**config.mk**
```make
export PLATFORM = sky130hd
export DESIGN_NAME = apb_req_bridge_flat
export DESIGN_NICKNAME = d
export VERILOG_FILES = /design/src/rtl/apb_req_bridge_pkg.sv /design/src/rtl/apb_req_bridge_if.sv /design/src/rtl/apb_req_bridge_timeout_cnt.sv /design/src/rtl/apb_req_bridge.sv /design/src/flat_wrapper.sv
export SDC_FILE = /design/constraint.sdc
export NUM_CORES = 1
export LEC_CHECK = 0
export CAP_MARGIN = 20
export CORE_UTILIZATION = 40
export DETAILED_ROUTE_END_ITERATION = 8
export PLACE_DENSITY = 0.91
export SETUP_SLACK_MARGIN = 0.02
export SYNTH_ARGS = -nofsm -noshare
export SYNTH_HDL_FRONTEND = slang
export SYNTH_SLANG_ARGS = --single-unit
```
**constraint.sdc**
```tcl
create_clock -name clk -period 2 [get_ports clk]
set_input_delay 0.2 -clock clk [delete_from_list [all_inputs] [get_ports clk]]
set_output_delay 0.2 -clock clk [all_outputs]
set_load 0.01 [all_outputs]
```
**src/rtl/apb_req_bridge_pkg.sv**
```systemverilog
// Shared types, default address window and error signature for the
// req/gnt to APB bridge.
package apb_bridge_pkg;

  typedef enum logic [1:0] {
    IDLE   = 2'd0,
    SETUP  = 2'd1,
    ACCESS = 2'd2,
    RESP   = 2'd3
  } bridge_state_e;

  localparam logic [31:0] DEF_WIN_BASE  = 32'h1A10_0000;
  localparam logic [31:0] DEF_WIN_MASK  = 32'hFFFE_0000;
  localparam logic [31:0] DEF_ERR_RDATA = 32'hBADA_CCE5;

  function automatic logic in_window(input logic [31:0] addr,
                                     input logic [31:0] base,
                                     input logic [31:0] mask);
    return (addr & mask) == base;
  endfunction

endpackage

```
**src/rtl/apb_req_bridge_if.sv**
```systemverilog
// APB3 bus bundle (32-bit address/data) with master and slave views.
interface APB_BUS;

  logic [31:0] paddr;
  logic [31:0] pwdata;
  logic        pwrite;
  logic        psel;
  logic        penable;
  logic [31:0] prdata;
  logic        pready;
  logic        pslverr;

  modport Master (
    output paddr, pwdata, pwrite, psel, penable,
    input  prdata, pready, pslverr
  );

  modport Slave (
    input  paddr, pwdata, pwrite, psel, penable,
    output prdata, pready, pslverr
  );

endinterface

```
**src/rtl/apb_req_bridge_timeout_cnt.sv**
```systemverilog
// Counts ACCESS cycles; expired is high in the last permitted wait cycle.
module apb_timeout_cnt #(
  parameter int unsigned TIMEOUT = 16
) (
  input  logic clk,
  input  logic rst,
  input  logic clr,
  input  logic en,
  output logic expired
);

  localparam int unsigned CW = (TIMEOUT > 0) ? $clog2(TIMEOUT + 1) : 1;
  localparam logic [CW-1:0] LAST = CW'((TIMEOUT > 0) ? (TIMEOUT - 1) : 0);

  logic [CW-1:0] cnt_q;
  logic [CW-1:0] cnt_d;

  always_comb begin
    cnt_d = cnt_q;
    if (clr) begin
      cnt_d = '0;
    end else if (en && (TIMEOUT != 0)) begin
      cnt_d = cnt_q + 1'b1;
    end
  end

  always_ff @(posedge clk) begin
    if (rst) begin
      cnt_q <= '0;
    end else begin
      cnt_q <= cnt_d;
    end
  end

  assign expired = (TIMEOUT != 0) && (cnt_q == LAST);

endmodule

```
**src/rtl/apb_req_bridge.sv**
```systemverilog
// Single-outstanding req/gnt/rvalid port to APB3 master with address
// window check and PREADY timeout.
module apb_req_bridge
  import apb_bridge_pkg::*;
#(
  parameter logic [31:0] WIN_BASE  = DEF_WIN_BASE,
  parameter logic [31:0] WIN_MASK  = DEF_WIN_MASK,
  parameter int unsigned TIMEOUT   = 16,
  parameter logic [31:0] ERR_RDATA = DEF_ERR_RDATA
) (
  input  logic        clk,
  input  logic        rst,
  input  logic        data_req_i,
  input  logic [31:0] data_addr_i,
  input  logic        data_we_i,
  input  logic [3:0]  data_be_i,
  input  logic [31:0] data_wdata_i,
  output logic        data_gnt_o,
  output logic        data_rvalid_o,
  output logic [31:0] data_rdata_o,
  output logic        data_err_o,
  APB_BUS.Master      apb_master
);

  bridge_state_e state_q, state_d;
  logic        psel_q, psel_d;
  logic        penable_q, penable_d;
  logic        pwrite_q, pwrite_d;
  logic [31:0] paddr_q, paddr_d;
  logic [31:0] pwdata_q, pwdata_d;
  logic        rvalid_q, rvalid_d;
  logic        err_q, err_d;
  logic [31:0] rdata_q, rdata_d;
  logic        cnt_clr;
  logic        cnt_en;
  logic        expired;

  apb_timeout_cnt #(
    .TIMEOUT (TIMEOUT)
  ) u_timeout_cnt (
    .clk     (clk),
    .rst     (rst),
    .clr     (cnt_clr),
    .en      (cnt_en),
    .expired (expired)
  );

  assign data_gnt_o = (state_q == IDLE) && data_req_i;

  always_comb begin
    state_d  = state_q;
    pwrite_d = pwrite_q;
    paddr_d  = paddr_q;
    pwdata_d = pwdata_q;
    err_d    = err_q;
    rdata_d  = rdata_q;
    // The response pulse trails the RESP state by one cycle.
    rvalid_d = (state_q == RESP);

    case (state_q)
      IDLE: begin
        if (data_req_i) begin
          paddr_d  = data_addr_i;
          pwrite_d = data_we_i;
          pwdata_d = data_wdata_i;
          if (!in_window(data_addr_i, WIN_BASE, WIN_MASK) ||
              (data_we_i && (data_be_i != 4'hF))) begin
            state_d = RESP;
            err_d   = 1'b1;
            rdata_d = ERR_RDATA;
          end else begin
            state_d = SETUP;
          end
        end
      end
      SETUP: begin
        state_d = ACCESS;
      end
      ACCESS: begin
        // A late PREADY still beats the timeout in the same cycle.
        if (apb_master.pready) begin
          state_d = RESP;
          err_d   = apb_master.pslverr;
          rdata_d = pwrite_q ? 32'h0 : apb_master.prdata;
        end else if (expired) begin
          state_d = RESP;
          err_d   = 1'b1;
          rdata_d = ERR_RDATA;
        end
      end
      RESP: begin
        state_d = IDLE;
      end
      default: begin
        state_d = IDLE;
      end
    endcase

    psel_d    = (state_d == SETUP) || (state_d == ACCESS);
    penable_d = (state_d == ACCESS);
  end

  assign cnt_clr = (state_d != ACCESS);
  assign cnt_en  = (state_q == ACCESS);

  always_ff @(posedge clk) begin
    if (rst) begin
      state_q   <= IDLE;
      psel_q    <= 1'b0;
      penable_q <= 1'b0;
      pwrite_q  <= 1'b0;
      paddr_q   <= 32'h0;
      pwdata_q  <= 32'h0;
      rvalid_q  <= 1'b0;
      err_q     <= 1'b0;
      rdata_q   <= 32'h0;
    end else begin
      state_q   <= state_d;
      psel_q    <= psel_d;
      penable_q <= penable_d;
      pwrite_q  <= pwrite_d;
      paddr_q   <= paddr_d;
      pwdata_q  <= pwdata_d;
      rvalid_q  <= rvalid_d;
      err_q     <= err_d;
      rdata_q   <= rdata_d;
    end
  end

  assign apb_master.psel    = psel_q;
  assign apb_master.penable = penable_q;
  assign apb_master.pwrite  = pwrite_q;
  assign apb_master.paddr   = paddr_q;
  assign apb_master.pwdata  = pwdata_q;

  assign data_rvalid_o = rvalid_q;
  assign data_rdata_o  = rdata_q;
  assign data_err_o    = err_q;

endmodule

```
**src/flat_wrapper.sv**
```systemverilog
// flat-port wrapper written by rule: the top's interface ports become plain ports
module apb_req_bridge_flat import apb_bridge_pkg::*;
#(
  parameter logic [31:0] WIN_BASE  = DEF_WIN_BASE,
  parameter logic [31:0] WIN_MASK  = DEF_WIN_MASK,
  parameter int unsigned TIMEOUT   = 16,
  parameter logic [31:0] ERR_RDATA = DEF_ERR_RDATA
)
  (clk, rst, data_req_i, data_addr_i, data_we_i, data_be_i, data_wdata_i, data_gnt_o, data_rvalid_o, data_rdata_o, data_err_o, apb_master_paddr, apb_master_pwdata, apb_master_pwrite, apb_master_psel, apb_master_penable, apb_master_prdata, apb_master_pready, apb_master_pslverr);
  APB_BUS apb_master_i ();
  input  logic clk;
  input  logic rst;
  input  logic data_req_i;
  input  logic [31:0] data_addr_i;
  input  logic data_we_i;
  input  logic [3:0] data_be_i;
  input  logic [31:0] data_wdata_i;
  output logic data_gnt_o;
  output logic data_rvalid_o;
  output logic [31:0] data_rdata_o;
  output logic data_err_o;
  output wire logic [$bits(apb_master_i.paddr)-1:0] apb_master_paddr;
  output wire logic [$bits(apb_master_i.pwdata)-1:0] apb_master_pwdata;
  output wire logic [$bits(apb_master_i.pwrite)-1:0] apb_master_pwrite;
  output wire logic [$bits(apb_master_i.psel)-1:0] apb_master_psel;
  output wire logic [$bits(apb_master_i.penable)-1:0] apb_master_penable;
  input wire logic [$bits(apb_master_i.prdata)-1:0] apb_master_prdata;
  input wire logic [$bits(apb_master_i.pready)-1:0] apb_master_pready;
  input wire logic [$bits(apb_master_i.pslverr)-1:0] apb_master_pslverr;
  assign apb_master_paddr = apb_master_i.paddr;
  assign apb_master_pwdata = apb_master_i.pwdata;
  assign apb_master_pwrite = apb_master_i.pwrite;
  assign apb_master_psel = apb_master_i.psel;
  assign apb_master_penable = apb_master_i.penable;
  assign apb_master_i.prdata = apb_master_prdata;
  assign apb_master_i.pready = apb_master_pready;
  assign apb_master_i.pslverr = apb_master_pslverr;
  apb_req_bridge #(.WIN_BASE(WIN_BASE), .WIN_MASK(WIN_MASK), .TIMEOUT(TIMEOUT), .ERR_RDATA(ERR_RDATA)) u_core (.clk(clk), .rst(rst), .data_req_i(data_req_i), .data_addr_i(data_addr_i), .data_we_i(data_we_i), .data_be_i(data_be_i), .data_wdata_i(data_wdata_i), .data_gnt_o(data_gnt_o), .data_rvalid_o(data_rvalid_o), .data_rdata_o(data_rdata_o), .data_err_o(data_err_o), .apb_master(apb_master_i));
endmodule
```
==> run_results.csv <==
group,metric,value,unit
status,status,"finished clean",
floorplan,rows,37,
timing,hold_violations,0,
synthesis,synth-seq-cells,108,
final_layout,finalNetCount,810,
synthesis,yosysSeqAreaShare,0.513,
synthesis,yosys.area_share.simple,0.212,
timing,clock_skew,7.70,ps
global_route,grt_pass1_vias,4045,
final_layout,instances_no_fill,837,
clock_network,cts_max_level,3,
detailed_routing,vias_per_cell,4.94,
critical_path,crit_fanout,6,
synthesis,synthAdderAreaFrac,0.0208,
synthesis,ys_warn_count,0,
synthesis,synth_async_sr_flop_share,0,
floorplan,dieArea,11000,um^2
timing,worst_pin_slew,675,ps
detailed_routing,num_vias,4136,
clock_network,hold_buffers,0,
synthesis,synth_edf_count,0,
timing,period_share,0.983,
pwr,power,6.42,mW
timing,setup_tns,0,ps
critical_path,path_class,"flop to flop",
pwr,power_per_cell_area,931,nW/um^2
place,placed_area,6450,um^2
detailed_routing,routedWlPerCell,15.1,um
detailed_routing,drtAntennaViolNets,0,
synthesis,synth_fp_nets,606,
timing,maxSlewViolCount,0,
final_layout,syn2layout_area_growth,63.5,%
timing,max_freq,0.509,GHz
critical_path,cp.required,2260,ps
pwr,p_leak,2.64,nW
timing,period_needed,1970,ps
clock_network,clkSlewWorstSetupHoldPaths,100,ps
critical_path,cp_data_arrival_time,2230,ps
timing,maxSlewHeadroom,0.550,
floorplan,core,10300,um^2
clock_network,clkSinkCount,108,
place,hpwl,8500,um
place,place.gp.congestion,0.795,
final_layout,drive_gt1_frac,0.103,
floorplan,fp.dieW,105,um
global_route,gr-total-overflow,0,
synthesis,synth_area_per_cell,8.56,um^2
final_layout,antennaDiodeCount,0,
worst_hold_path,hp-class,"primary input to flop",
place,port_buffers,207,
clock_network,cts_buffers,9,
synthesis,synthDistinctLibCells,33,
synthesis,synth-xor-area-share,0.00623,
synthesis,synth.area.mux_share,0.0332,
global_route,grt_max_degree,66,
synthesis,ys.flop_type,"dfxtp_1",
clock_network,cts-root-buf,"clkbuf_8",
critical_path,end_kind,"flop",
synthesis,synth_compound_area_frac,0.154,
final_layout,multi_input_area,1930,um^2
global_route,grt_usage,0.218,
clock_network,clk_latency,350,ps
detailed_routing,wirelength,12600,um
global_route,grt_first_pass_wirelength,19300,um
detailed_routing,firstDrtPassIters,5,
critical_path,slowest_delay,360,ps
synthesis,syn_inst,493,
final_layout,num-fill-cells,773,
floorplan,die_h,105,um
run,maxCapViolCount,0,
detailed_routing,drc,0,
synthesis,synth_top_family_by_area,"simple AND/OR/NAND/NOR gates",
critical_path,cp_slowest_cell,"dfxtp_2",
timing,finalSetupViolCount,0,
clock_network,clk_path_buf_depth,2,
critical_path,path_cells,"ha_4, and3_4, ha_4, nor2_2, a211oi_2, o21ai_4, clkbuf_16, a221oi_2",
synthesis,netlist_area,4220,um^2
critical_path,cp-start-kind,"flop",
global_route,antenna_found_initial,0,
detailed_routing,drt_iter0_drc,204,
floorplan,io_pins,208,
final_layout,final_util,0.671,
final_layout,regArea,2170,um^2
pwr,ir_drop,0.392,mV
final_layout,finalInstanceArea,6900,um^2
floorplan,initial_utilization,0.410,
critical_path,cp_common_cell,"ha_4",
clock_network,cts_tree,"yes",
place,dp.cells,814,
[critical path: cells and delay by family, from the launching register on]
kind / cells / cell delay (ps)
and+or+nand+nor: 2 / 230
DFF: 1 / 360
buffers and inverters: 1 / 210
adders and majority gates: 2 / 260
AOI/OAI and AO/OA: 3 / 800
[metal layers]
| layer | vias to the layer above | share of wire | global-route usage | routed length, um |
|---|---|---|---|---|
| met1 | 1958 | 0.41 | 0.251 | 5170 |
| li1 | 2011 | - | - | - |
| met4 | 0 | 0.0099 | 0.0714 | 125 |
| met3 | 12 | 0.080 | 0.0736 | 1010 |
| met5 | - | 0 | 0 | 0 |
| met2 | 155 | 0.50 | 0.377 | 6340 |
[path summary, 6_finish.rpt]
kind / from / depth (start not counted) / end / slack, ps
max reg2reg: u_core.u_timeout_cnt.cnt_q[1] / 8 / u_core.data_rdata_o[25] / 30
max: u_core.u_timeout_cnt.cnt_q[1] / 8 / u_core.data_rdata_o[25] / 30
min reg2reg: u_core.apb_master.pwdata[16] / 2 / u_core.apb_master.pwdata[16] / 460
min: data_addr_i[23] / 3 / u_core.apb_master.paddr[23] / 140
[final cells by class]
class	instances	area share
clock buffers	11	0.0190
clock inverters	4	0.0109
inverters	26	0.0141
multi-input cells	325	0.280
flip-flops and latches	108	0.314
well taps	136	0.0247
repair buffers	227	0.337
[where the power goes]
part	leakage [nW]	total (mW)	internal [mW]	switching (mW)
Clock	0.0956	1.41	0.701	0.713
Combinational	1.66	2.38	1.26	1.12
Sequential	0.888	2.63	2.46	0.169
[synthesized netlist by cell type (3+ instances only)]
| cell | n | share of area |
|---|---|---|
| a21oi_1 | 67 | 0.080 |
| a221oi_1 | 8 | 0.017 |
| a221oi_2 | 11 | 0.039 |
| buf_1 | 4 | 0.0036 |
| clkbuf_1 | 25 | 0.022 |
| dfxtp_1 | 108 | 0.51 |
| ha_1 | 7 | 0.021 |
| inv_1 | 26 | 0.023 |
| mux2i_1 | 14 | 0.033 |
| nand2_1 | 146 | 0.13 |
| nand2b_1 | 33 | 0.049 |
| nor2_1 | 15 | 0.013 |
| nor3_1 | 3 | 0.0036 |
[registers in the layout, indices dropped and copies added (netlist names)]
name,count
u_core.apb_master.paddr,32
u_core.apb_master.penable,1
u_core.apb_master.psel,1
u_core.apb_master.pwdata,32
u_core.apb_master.pwrite,1
u_core.data_err_o,1
u_core.data_rdata_o,32
u_core.data_rvalid_o,1
u_core.state_q,2
u_core.u_timeout_cnt.cnt_q,5
[cells by family after synthesis]
group	after synthesis
AOI/OAI and AO/OA	96
xor gates and xnor gates	3
adders and majority gates	7
buffers and inverters	60
DFF	108
muxes	14
and+or+nand+nor	205
[layout by cell type, fill, tap and decap left out, types with 5 or more instances in the layout]
master / count
clkbuf_8: 9
nor2_1: 14
buf_4: 12
clkdlybuf4s50_1: 197
mux2i_1: 14
nand2b_1: 32
inv_1: 25
a221oi_2: 16
dfxtp_1: 105
a21oi_1: 66
nand2_1: 145
dlymetal6s2s_1: 5
[per-stage QoR]
stage | setup slack, ps | hold WS [ps]
after floorplan | 154 | 336
after detailed placement | -442 | 447
after CTS | 15.1 | 214
final | 35.0 | 139
after global placement | -406 | 432
after global routing | -34.6 | 112
[timing repair]
| action | 4_1_cts | 5_1_grt |
|---|---|---|
| setup buffers | 3 | 2 |
| resized for setup | 14 | 23 |
| pin swaps | 6 | 10 |
| gates cloned | 1 | 2 |
| setup endpoints to repair | 39 | 40 |
Power figures use the tool's default switching activity.
